[config.mk]
export PLATFORM = sky130hd
export DESIGN_NAME = qpsk_link_sequencer_flat
export DESIGN_NICKNAME = d
export VERILOG_FILES = /design/src/rtl/qpsk_link_sequencer_pkg.sv /design/src/rtl/qpsk_link_sequencer_if.sv /design/src/rtl/qpsk_link_sequencer_sync_rise_det.sv /design/src/rtl/qpsk_link_sequencer.sv /design/src/flat_wrapper.sv
export SDC_FILE = /design/constraint.sdc
export NUM_CORES = 1
export LEC_CHECK = 0
export CAP_MARGIN = 20
export CORE_MARGIN = 4
export CORE_UTILIZATION = 34
export CTS_CLUSTER_DIAMETER = 50
export DETAILED_ROUTE_END_ITERATION = 8
export GPL_ROUTABILITY_DRIVEN = 0
export GPL_TIMING_DRIVEN = 0
export MAX_ROUTING_LAYER = met4
export PLACE_DENSITY_LB_ADDON = 0.12
export SLEW_MARGIN = 0
export SYNTH_ARGS = -nofsm -noshare
export SYNTH_HDL_FRONTEND = slang
export SYNTH_HIERARCHICAL = 1
export SYNTH_SLANG_ARGS = --single-unit
[constraint.sdc]
create_clock -name clk -period 2.58 [get_ports clk]
set_clock_uncertainty 0.2 [all_clocks]
set_input_delay 0.516 -clock clk [delete_from_list [all_inputs] [get_ports clk]]
set_output_delay 0.516 -clock clk [all_outputs]
set_load 0.1 [all_outputs]
[src/rtl/qpsk_link_sequencer_pkg.sv]
// Shared types for the QPSK link bring-up sequencer: FSM state encoding,
// failure cause codes and the counter sizing helper.
package qpsk_seq_pkg;

    typedef enum logic [2:0] {
        ST_IDLE,
        ST_RESET,
        ST_WAIT_SYNC,
        ST_OBSERVE,
        ST_PASS,
        ST_FAIL
    } seq_state_t;

    localparam logic [1:0] FC_NONE         = 2'b00;
    localparam logic [1:0] FC_SYNC_TIMEOUT = 2'b01;
    localparam logic [1:0] FC_SYNC_LOST    = 2'b10;
    localparam logic [1:0] FC_BER_BAD      = 2'b11;

    // One shared phase counter must hold (bound-1) for the largest bound.
    function automatic int unsigned cnt_width(input int unsigned a, input int unsigned b,
                                              input int unsigned c);
        int unsigned m;
        m = a;
        if (b > m) m = b;
        if (c > m) m = c;
        return (m > 1) ? $clog2(m) : 1;
    endfunction

endpackage

[src/rtl/qpsk_link_sequencer_if.sv]
// Control/status bundle between the VIO/switch side, the sequencer and the
// comm system; master is the sequencer itself.
interface qpsk_link_sequencer_if;

    logic       i_start;
    logic       i_abort;
    logic       i_sync_done_i;
    logic       i_sync_done_q;
    logic       i_ber_ok_i;
    logic       i_ber_ok_q;
    logic       o_sys_rst_n;
    logic       o_sys_enable;
    logic       o_busy;
    logic       o_pass;
    logic       o_fail;
    logic [1:0] o_fail_code;
    logic [3:0] o_retry_cnt;

    modport master (
        input  i_start, i_abort, i_sync_done_i, i_sync_done_q, i_ber_ok_i, i_ber_ok_q,
        output o_sys_rst_n, o_sys_enable, o_busy, o_pass, o_fail, o_fail_code, o_retry_cnt
    );

    modport slave (
        output i_start, i_abort, i_sync_done_i, i_sync_done_q, i_ber_ok_i, i_ber_ok_q,
        input  o_sys_rst_n, o_sys_enable, o_busy, o_pass, o_fail, o_fail_code, o_retry_cnt
    );

endinterface

[src/rtl/qpsk_link_sequencer_sync_rise_det.sv]
// Two-flop synchroniser for an asynchronous level input followed by a
// registered single-cycle rising-edge pulse.
module sync_rise_det (
    input  logic clk,
    input  logic rst_n,
    input  logic async_in,
    output logic pulse
);

    // [0],[1] are the synchroniser stages, [2] holds the previous synced value
    logic [2:0] sync_q;

    always_ff @(posedge clk) begin
        if (!rst_n) begin
            sync_q <= '0;
            pulse  <= 1'b0;
        end else begin
            sync_q <= {sync_q[1:0], async_in};
            pulse  <= sync_q[1] & ~sync_q[2];
        end
    end

endmodule

[src/rtl/qpsk_link_sequencer.sv]
// Bring-up/self-test sequencer for the QPSK comm system: reset, enable,
// wait for I/Q sync, observe BER, report pass/fail with bounded retries.
module qpsk_link_sequencer
    import qpsk_seq_pkg::*;
#(
    parameter int unsigned RST_CYCLES   = 16,
    parameter int unsigned SYNC_TIMEOUT = 1_000_000,
    parameter int unsigned OBS_CYCLES   = 65536,
    parameter int unsigned MAX_RETRIES  = 3
) (
    input  logic                 clk,
    input  logic                 i_reset,
    qpsk_link_sequencer_if.master bus
);

    localparam int unsigned      CNT_W     = cnt_width(RST_CYCLES, SYNC_TIMEOUT, OBS_CYCLES);
    localparam logic [CNT_W-1:0] RST_LAST  = CNT_W'(RST_CYCLES - 1);
    localparam logic [CNT_W-1:0] SYNC_LAST = CNT_W'(SYNC_TIMEOUT - 1);
    localparam logic [CNT_W-1:0] OBS_LAST  = CNT_W'(OBS_CYCLES - 1);
    localparam logic [3:0]       RETRY_MAX = 4'(MAX_RETRIES);

    seq_state_t       state_q, state_d;
    logic [CNT_W-1:0] cnt_q, cnt_d;
    logic [3:0]       retry_q, retry_d;
    logic [1:0]       code_q, code_d, fail_cause;
    logic             pass_q, pass_d, fail_q, fail_d, fail_evt;
    logic             sys_rst_n_q, sys_en_q, busy_q;
    logic             sync_i_q, sync_q_q, ber_i_q, ber_q_q;
    logic             start_pulse;

    sync_rise_det u_start_det (
        .clk      (clk),
        .rst_n    (i_reset),
        .async_in (bus.i_start),
        .pulse    (start_pulse)
    );

    // Comm status is registered once; decisions act one edge after the sample.
    always_ff @(posedge clk) begin
        if (!i_reset) begin
            state_q     <= ST_IDLE;
            cnt_q       <= '0;
            retry_q     <= '0;
            code_q      <= FC_NONE;
            pass_q      <= 1'b0;
            fail_q      <= 1'b0;
            sys_rst_n_q <= 1'b0;
            sys_en_q    <= 1'b0;
            busy_q      <= 1'b0;
            sync_i_q    <= 1'b0;
            sync_q_q    <= 1'b0;
            ber_i_q     <= 1'b0;
            ber_q_q     <= 1'b0;
        end else begin
            state_q     <= state_d;
            cnt_q       <= cnt_d;
            retry_q     <= retry_d;
            code_q      <= code_d;
            pass_q      <= pass_d;
            fail_q      <= fail_d;
            sys_rst_n_q <= (state_d != ST_RESET);
            sys_en_q    <= (state_d inside {ST_WAIT_SYNC, ST_OBSERVE, ST_PASS});
            busy_q      <= (state_d inside {ST_RESET, ST_WAIT_SYNC, ST_OBSERVE});
            sync_i_q    <= bus.i_sync_done_i;
            sync_q_q    <= bus.i_sync_done_q;
            ber_i_q     <= bus.i_ber_ok_i;
            ber_q_q     <= bus.i_ber_ok_q;
        end
    end

    always_comb begin
        state_d    = state_q;
        cnt_d      = '0;
        retry_d    = retry_q;
        code_d     = code_q;
        pass_d     = pass_q;
        fail_d     = fail_q;
        fail_evt   = 1'b0;
        fail_cause = FC_NONE;

        case (state_q)
            ST_IDLE, ST_PASS, ST_FAIL: begin
                if (start_pulse) begin
                    state_d = ST_RESET;
                    retry_d = '0;
                    code_d  = FC_NONE;
                    pass_d  = 1'b0;
                    fail_d  = 1'b0;
                end
            end
            ST_RESET: begin
                cnt_d = cnt_q + 1'b1;
                if (cnt_q == RST_LAST) state_d = ST_WAIT_SYNC;
            end
            ST_WAIT_SYNC: begin
                cnt_d = cnt_q + 1'b1;
                if (sync_i_q && sync_q_q) begin
                    state_d = ST_OBSERVE;
                end else if (cnt_q == SYNC_LAST) begin
                    fail_evt   = 1'b1;
                    fail_cause = FC_SYNC_TIMEOUT;
                end
            end
            ST_OBSERVE: begin
                cnt_d = cnt_q + 1'b1;
                if (!sync_i_q || !sync_q_q) begin
                    fail_evt   = 1'b1;
                    fail_cause = FC_SYNC_LOST;
                end else if (!ber_i_q || !ber_q_q) begin
                    fail_evt   = 1'b1;
                    fail_cause = FC_BER_BAD;
                end else if (cnt_q == OBS_LAST) begin
                    state_d = ST_PASS;
                    pass_d  = 1'b1;
                end
            end
            default: state_d = ST_IDLE;
        endcase

        if (fail_evt) begin
            code_d = fail_cause;
            if (retry_q < RETRY_MAX) begin
                retry_d = retry_q + 4'd1;
                state_d = ST_RESET;
            end else begin
                state_d = ST_FAIL;
                fail_d  = 1'b1;
            end
        end

        if (bus.i_abort) begin
            state_d = ST_IDLE;
            retry_d = '0;
            code_d  = FC_NONE;
            pass_d  = 1'b0;
            fail_d  = 1'b0;
        end

        // A retry re-enters RESET from another state, so this covers every entry.
        if (state_d != state_q) cnt_d = '0;
    end

    assign bus.o_sys_rst_n  = sys_rst_n_q;
    assign bus.o_sys_enable = sys_en_q;
    assign bus.o_busy       = busy_q;
    assign bus.o_pass       = pass_q;
    assign bus.o_fail       = fail_q;
    assign bus.o_fail_code  = code_q;
    assign bus.o_retry_cnt  = retry_q;

endmodule

[src/flat_wrapper.sv]
// flat-port wrapper written by rule: the top's interface ports become plain ports
module qpsk_link_sequencer_flat import qpsk_seq_pkg::*;
#(
    parameter int unsigned RST_CYCLES   = 16,
    parameter int unsigned SYNC_TIMEOUT = 1_000_000,
    parameter int unsigned OBS_CYCLES   = 65536,
    parameter int unsigned MAX_RETRIES  = 3
)
  (clk, i_reset, bus_i_start, bus_i_abort, bus_i_sync_done_i, bus_i_sync_done_q, bus_i_ber_ok_i, bus_i_ber_ok_q, bus_o_sys_rst_n, bus_o_sys_enable, bus_o_busy, bus_o_pass, bus_o_fail, bus_o_fail_code, bus_o_retry_cnt);
  qpsk_link_sequencer_if bus_i ();
  input  logic clk;
  input  logic i_reset;
  input wire logic [$bits(bus_i.i_start)-1:0] bus_i_start;
  input wire logic [$bits(bus_i.i_abort)-1:0] bus_i_abort;
  input wire logic [$bits(bus_i.i_sync_done_i)-1:0] bus_i_sync_done_i;
  input wire logic [$bits(bus_i.i_sync_done_q)-1:0] bus_i_sync_done_q;
  input wire logic [$bits(bus_i.i_ber_ok_i)-1:0] bus_i_ber_ok_i;
  input wire logic [$bits(bus_i.i_ber_ok_q)-1:0] bus_i_ber_ok_q;
  output wire logic [$bits(bus_i.o_sys_rst_n)-1:0] bus_o_sys_rst_n;
  output wire logic [$bits(bus_i.o_sys_enable)-1:0] bus_o_sys_enable;
  output wire logic [$bits(bus_i.o_busy)-1:0] bus_o_busy;
  output wire logic [$bits(bus_i.o_pass)-1:0] bus_o_pass;
  output wire logic [$bits(bus_i.o_fail)-1:0] bus_o_fail;
  output wire logic [$bits(bus_i.o_fail_code)-1:0] bus_o_fail_code;
  output wire logic [$bits(bus_i.o_retry_cnt)-1:0] bus_o_retry_cnt;
  assign bus_i.i_start = bus_i_start;
  assign bus_i.i_abort = bus_i_abort;
  assign bus_i.i_sync_done_i = bus_i_sync_done_i;
  assign bus_i.i_sync_done_q = bus_i_sync_done_q;
  assign bus_i.i_ber_ok_i = bus_i_ber_ok_i;
  assign bus_i.i_ber_ok_q = bus_i_ber_ok_q;
  assign bus_o_sys_rst_n = bus_i.o_sys_rst_n;
  assign bus_o_sys_enable = bus_i.o_sys_enable;
  assign bus_o_busy = bus_i.o_busy;
  assign bus_o_pass = bus_i.o_pass;
  assign bus_o_fail = bus_i.o_fail;
  assign bus_o_fail_code = bus_i.o_fail_code;
  assign bus_o_retry_cnt = bus_i.o_retry_cnt;
  qpsk_link_sequencer #(.RST_CYCLES(RST_CYCLES), .SYNC_TIMEOUT(SYNC_TIMEOUT), .OBS_CYCLES(OBS_CYCLES), .MAX_RETRIES(MAX_RETRIES)) u_core (.clk(clk), .i_reset(i_reset), .bus(bus_i));
endmodule
==> flow_metrics.env <==
export IMPL_clockBufferDepth=2
export IMPL_critical_path_arrival_ns=2.51
export IMPL_netlist_area_um2=2240
export IMPL_grt_start_max_net_pins=14
export IMPL_area_growth_syn_to_layout_pct=24.0
export IMPL_seq_area_frac_synth=0.375
export IMPL_clock_power_share=0.371
export IMPL_critPathTopFamily="compound AO/OA/AOI/OAI gates"
export IMPL_dieArea_um2=7950
export IMPL_fin_hold_ws_ns=0.253
export IMPL_h_tree_depth=2
export IMPL_cts_hold_buf=0
export IMPL_drt_iter0_markers=270
export IMPL_synth_seq_cells=42
export IMPL_fin_crit_sh=0.976
export IMPL_start_util=0.351
export IMPL_setup_slack_ns=0.0614
export IMPL_synth_warnings=6
export IMPL_dpl_worst_slack_ns=-0.711
export IMPL_syn_inst=254
export IMPL_maxSlewViolCount=0
export IMPL_overflow=0
export IMPL_viasPerCell=6.02
export IMPL_final_common_cell="dfxtp_1"
export IMPL_core_um2=6390
export IMPL_clock_root_buffer="clkbuf_8"
export IMPL_slowest_delay_ns=0.47
export IMPL_drive_gt1_frac=0.180
export IMPL_p_comb_frac=0.056
export IMPL_drc=0
export IMPL_slew_headroom=0.350
export IMPL_grt_pass1_vias=1971
export IMPL_vias=2204
export IMPL_p_sw_uw=276
export IMPL_finish_utilization=0.435
export IMPL_clk_pin_slew_ns=0.08
export IMPL_die_y_um=89.2
export IMPL_layout_common_cells="dfxtp_1, nand4_1, o21ai_0"
export IMPL_antennaDiodeCount=0
export IMPL_fin_nets=298
export IMPL_drt_pass1_iterations=5
export IMPL_critPathLaunchType="flip-flop"
export IMPL_status="complete, no violations"
export IMPL_cellPowerDensity_nw_per_um2=412
export IMPL_detail_route_antenna_nets=0
export IMPL_fin_crit_ns=2.52
export IMPL_clock_sinks=42
export IMPL_cts_tree="done"
export IMPL_maxCapViolCount=0
export IMPL_critPathSlowestCell="o41a_1"
export IMPL_path_max_fanout=10
export IMPL_power_frac_seq=0.573
export IMPL_swShare=0.241
export IMPL_netlist_cell_type_count=52
export IMPL_p_int_uw=869
export IMPL_min_path_type="reg -> reg"
export IMPL_io_buffers=18
export IMPL_fmax_ghz=0.397
export IMPL_ir_drop_mv=0.251
export IMPL_top_level_ports=19
export IMPL_critPathBufInv=3
export IMPL_synthArstFlopShare=0
export IMPL_avgSynthCellArea_um2=8.82
export IMPL_syn_nets=264
export IMPL_wirelength_um=6290
export IMPL_grt_pass1_wl_um=10000
export IMPL_crit_chain="clkbuf_2 -> and3_1 -> nand3_1 -> o31a_1 -> buf_6 -> o41a_1 -> buf_4 -> o221a_2"
export IMPL_critPathRequiredTime_ns=2.57
export IMPL_fill_cells=631
export IMPL_post_drt_wl_per_cell_um=17.2
export IMPL_row_count=29
export IMPL_numCtsBuffers=5
export IMPL_crit_type="reg -> reg"
export IMPL_grt_total_usage=0.166
export IMPL_synth_edf_count=0
export IMPL_antenna_found_initial=0
export IMPL_ys_flop_type="dfxtp_1"
export IMPL_fp_dieW_um=89.2
export IMPL_hold_viol=0
export IMPL_critPathCaptureType="flip-flop"
export IMPL_place_hpwl_um=4340
export IMPL_insertion_delay_ns=0.29
export IMPL_leakage_uw=0.000996
export IMPL_finalSetupViolations=0
export IMPL_tightest_slew_ns=0.973
[layout make-up]
class / count / area (µm²) / area share
buffer: 13 / 71.3 / 0.0257
clock buffer: 6 / 72.6 / 0.0261
clock inverter: 2 / 13.8 / 0.00495
inverter: 6 / 22.5 / 0.00811
multi-input combinational: 192 / 1400 / 0.502
sequential: 42 / 852 / 0.307
tap: 77 / 96.3 / 0.0347
timing repair buffer: 28 / 254 / 0.0914
[path summary, 6_finish.rpt]
check	start	to	cells past startpoint	slack [ns]
max	u_core/cnt_q[4]	u_core/bus.o_busy	8	0.06
min	u_core/u_start_det/sync_q[0]	u_core/u_start_det/sync_q[1]	1	0.25
max reg2reg	u_core/cnt_q[4]	u_core/bus.o_busy	8	0.06
min reg2reg	u_core/u_start_det/sync_q[0]	u_core/u_start_det/sync_q[1]	1	0.25
[timing repair]
action,CTS,global route
setup buffers,5,4
pin swaps,3,3
endpoints found under the setup margin,24,26
gates resized for setup,11,19
[state kept, by name (all words and copies together), names as in the netlist]
signal / count
u_core/sync_i_q: 1
u_core/bus.o_sys_rst_n: 1
u_core/bus.o_sys_enable: 1
u_core/u_start_det/pulse: 1
u_core/u_start_det/sync_q: 3
u_core/bus.o_retry_cnt: 4
u_core/ber_i_q: 1
u_core/bus.o_pass: 1
u_core/state_q: 3
u_core/bus.o_fail: 1
u_core/ber_q_q: 1
u_core/bus.o_fail_code: 2
u_core/sync_q_q: 1
u_core/bus.o_busy: 1
u_core/cnt_q: 20
[per-stage QoR]
stage,setup TNS (ns),area (µm²),total power (µW),cells
floorplan,0,2240,705,254
global placement,-12.82,2520,731,349
detailed placement,-13.03,2520,731,349
CTS,0,2670,1160,361
global route,-0.0436,2780,1200,366
finish,0,2780,1150,366
[routing by layer]
metal	share of wire	vias to the layer above	GRT usage
met4	0.013	0	0.0636
met1	0.48	1056	0.232
met5	0	-	-
met3	0.049	8	0.0304
met2	0.45	74	0.236
li1	-	1066	-
[power by group through the flow]
| stage | Clock (µW) | Combinational (µW) | Sequential (µW) |
|---|---|---|---|
| floorplan | 0 | 24.2 | 681 |
| global placement | 0 | 58.6 | 673 |
| detailed placement | 0 | 58.5 | 672 |
| CTS | 445 | 62.1 | 657 |
| global route | 469 | 69.1 | 657 |
| finish | 425 | 64.5 | 656 |
[logic make-up after synthesis]
| family | share of synthesized area |
|---|---|
| and+or+nand+nor | 0.285 |
| DFF | 0.375 |
| xor gates and xnor gates | 0.0508 |
| buffers and inverters | 0.0413 |
| adders and majority gates | 0.0112 |
| muxes | 0.00893 |
| AOI/OAI and AO/OA | 0.228 |
[Yosys cell counts, drive strengths merged, types with 7 or more instances]
master / instances / share of area
and2: 9 / 0.027
clkbuf: 11 / 0.019
dfxtp: 42 / 0.38
nand2: 14 / 0.023
nand3: 10 / 0.028
nand4: 20 / 0.056
nor2: 11 / 0.018
nor3: 8 / 0.018
nor4: 8 / 0.022
o21ai: 18 / 0.040
o311ai: 14 / 0.055
xor2: 7 / 0.027
(Power assumes the default switching activity.)
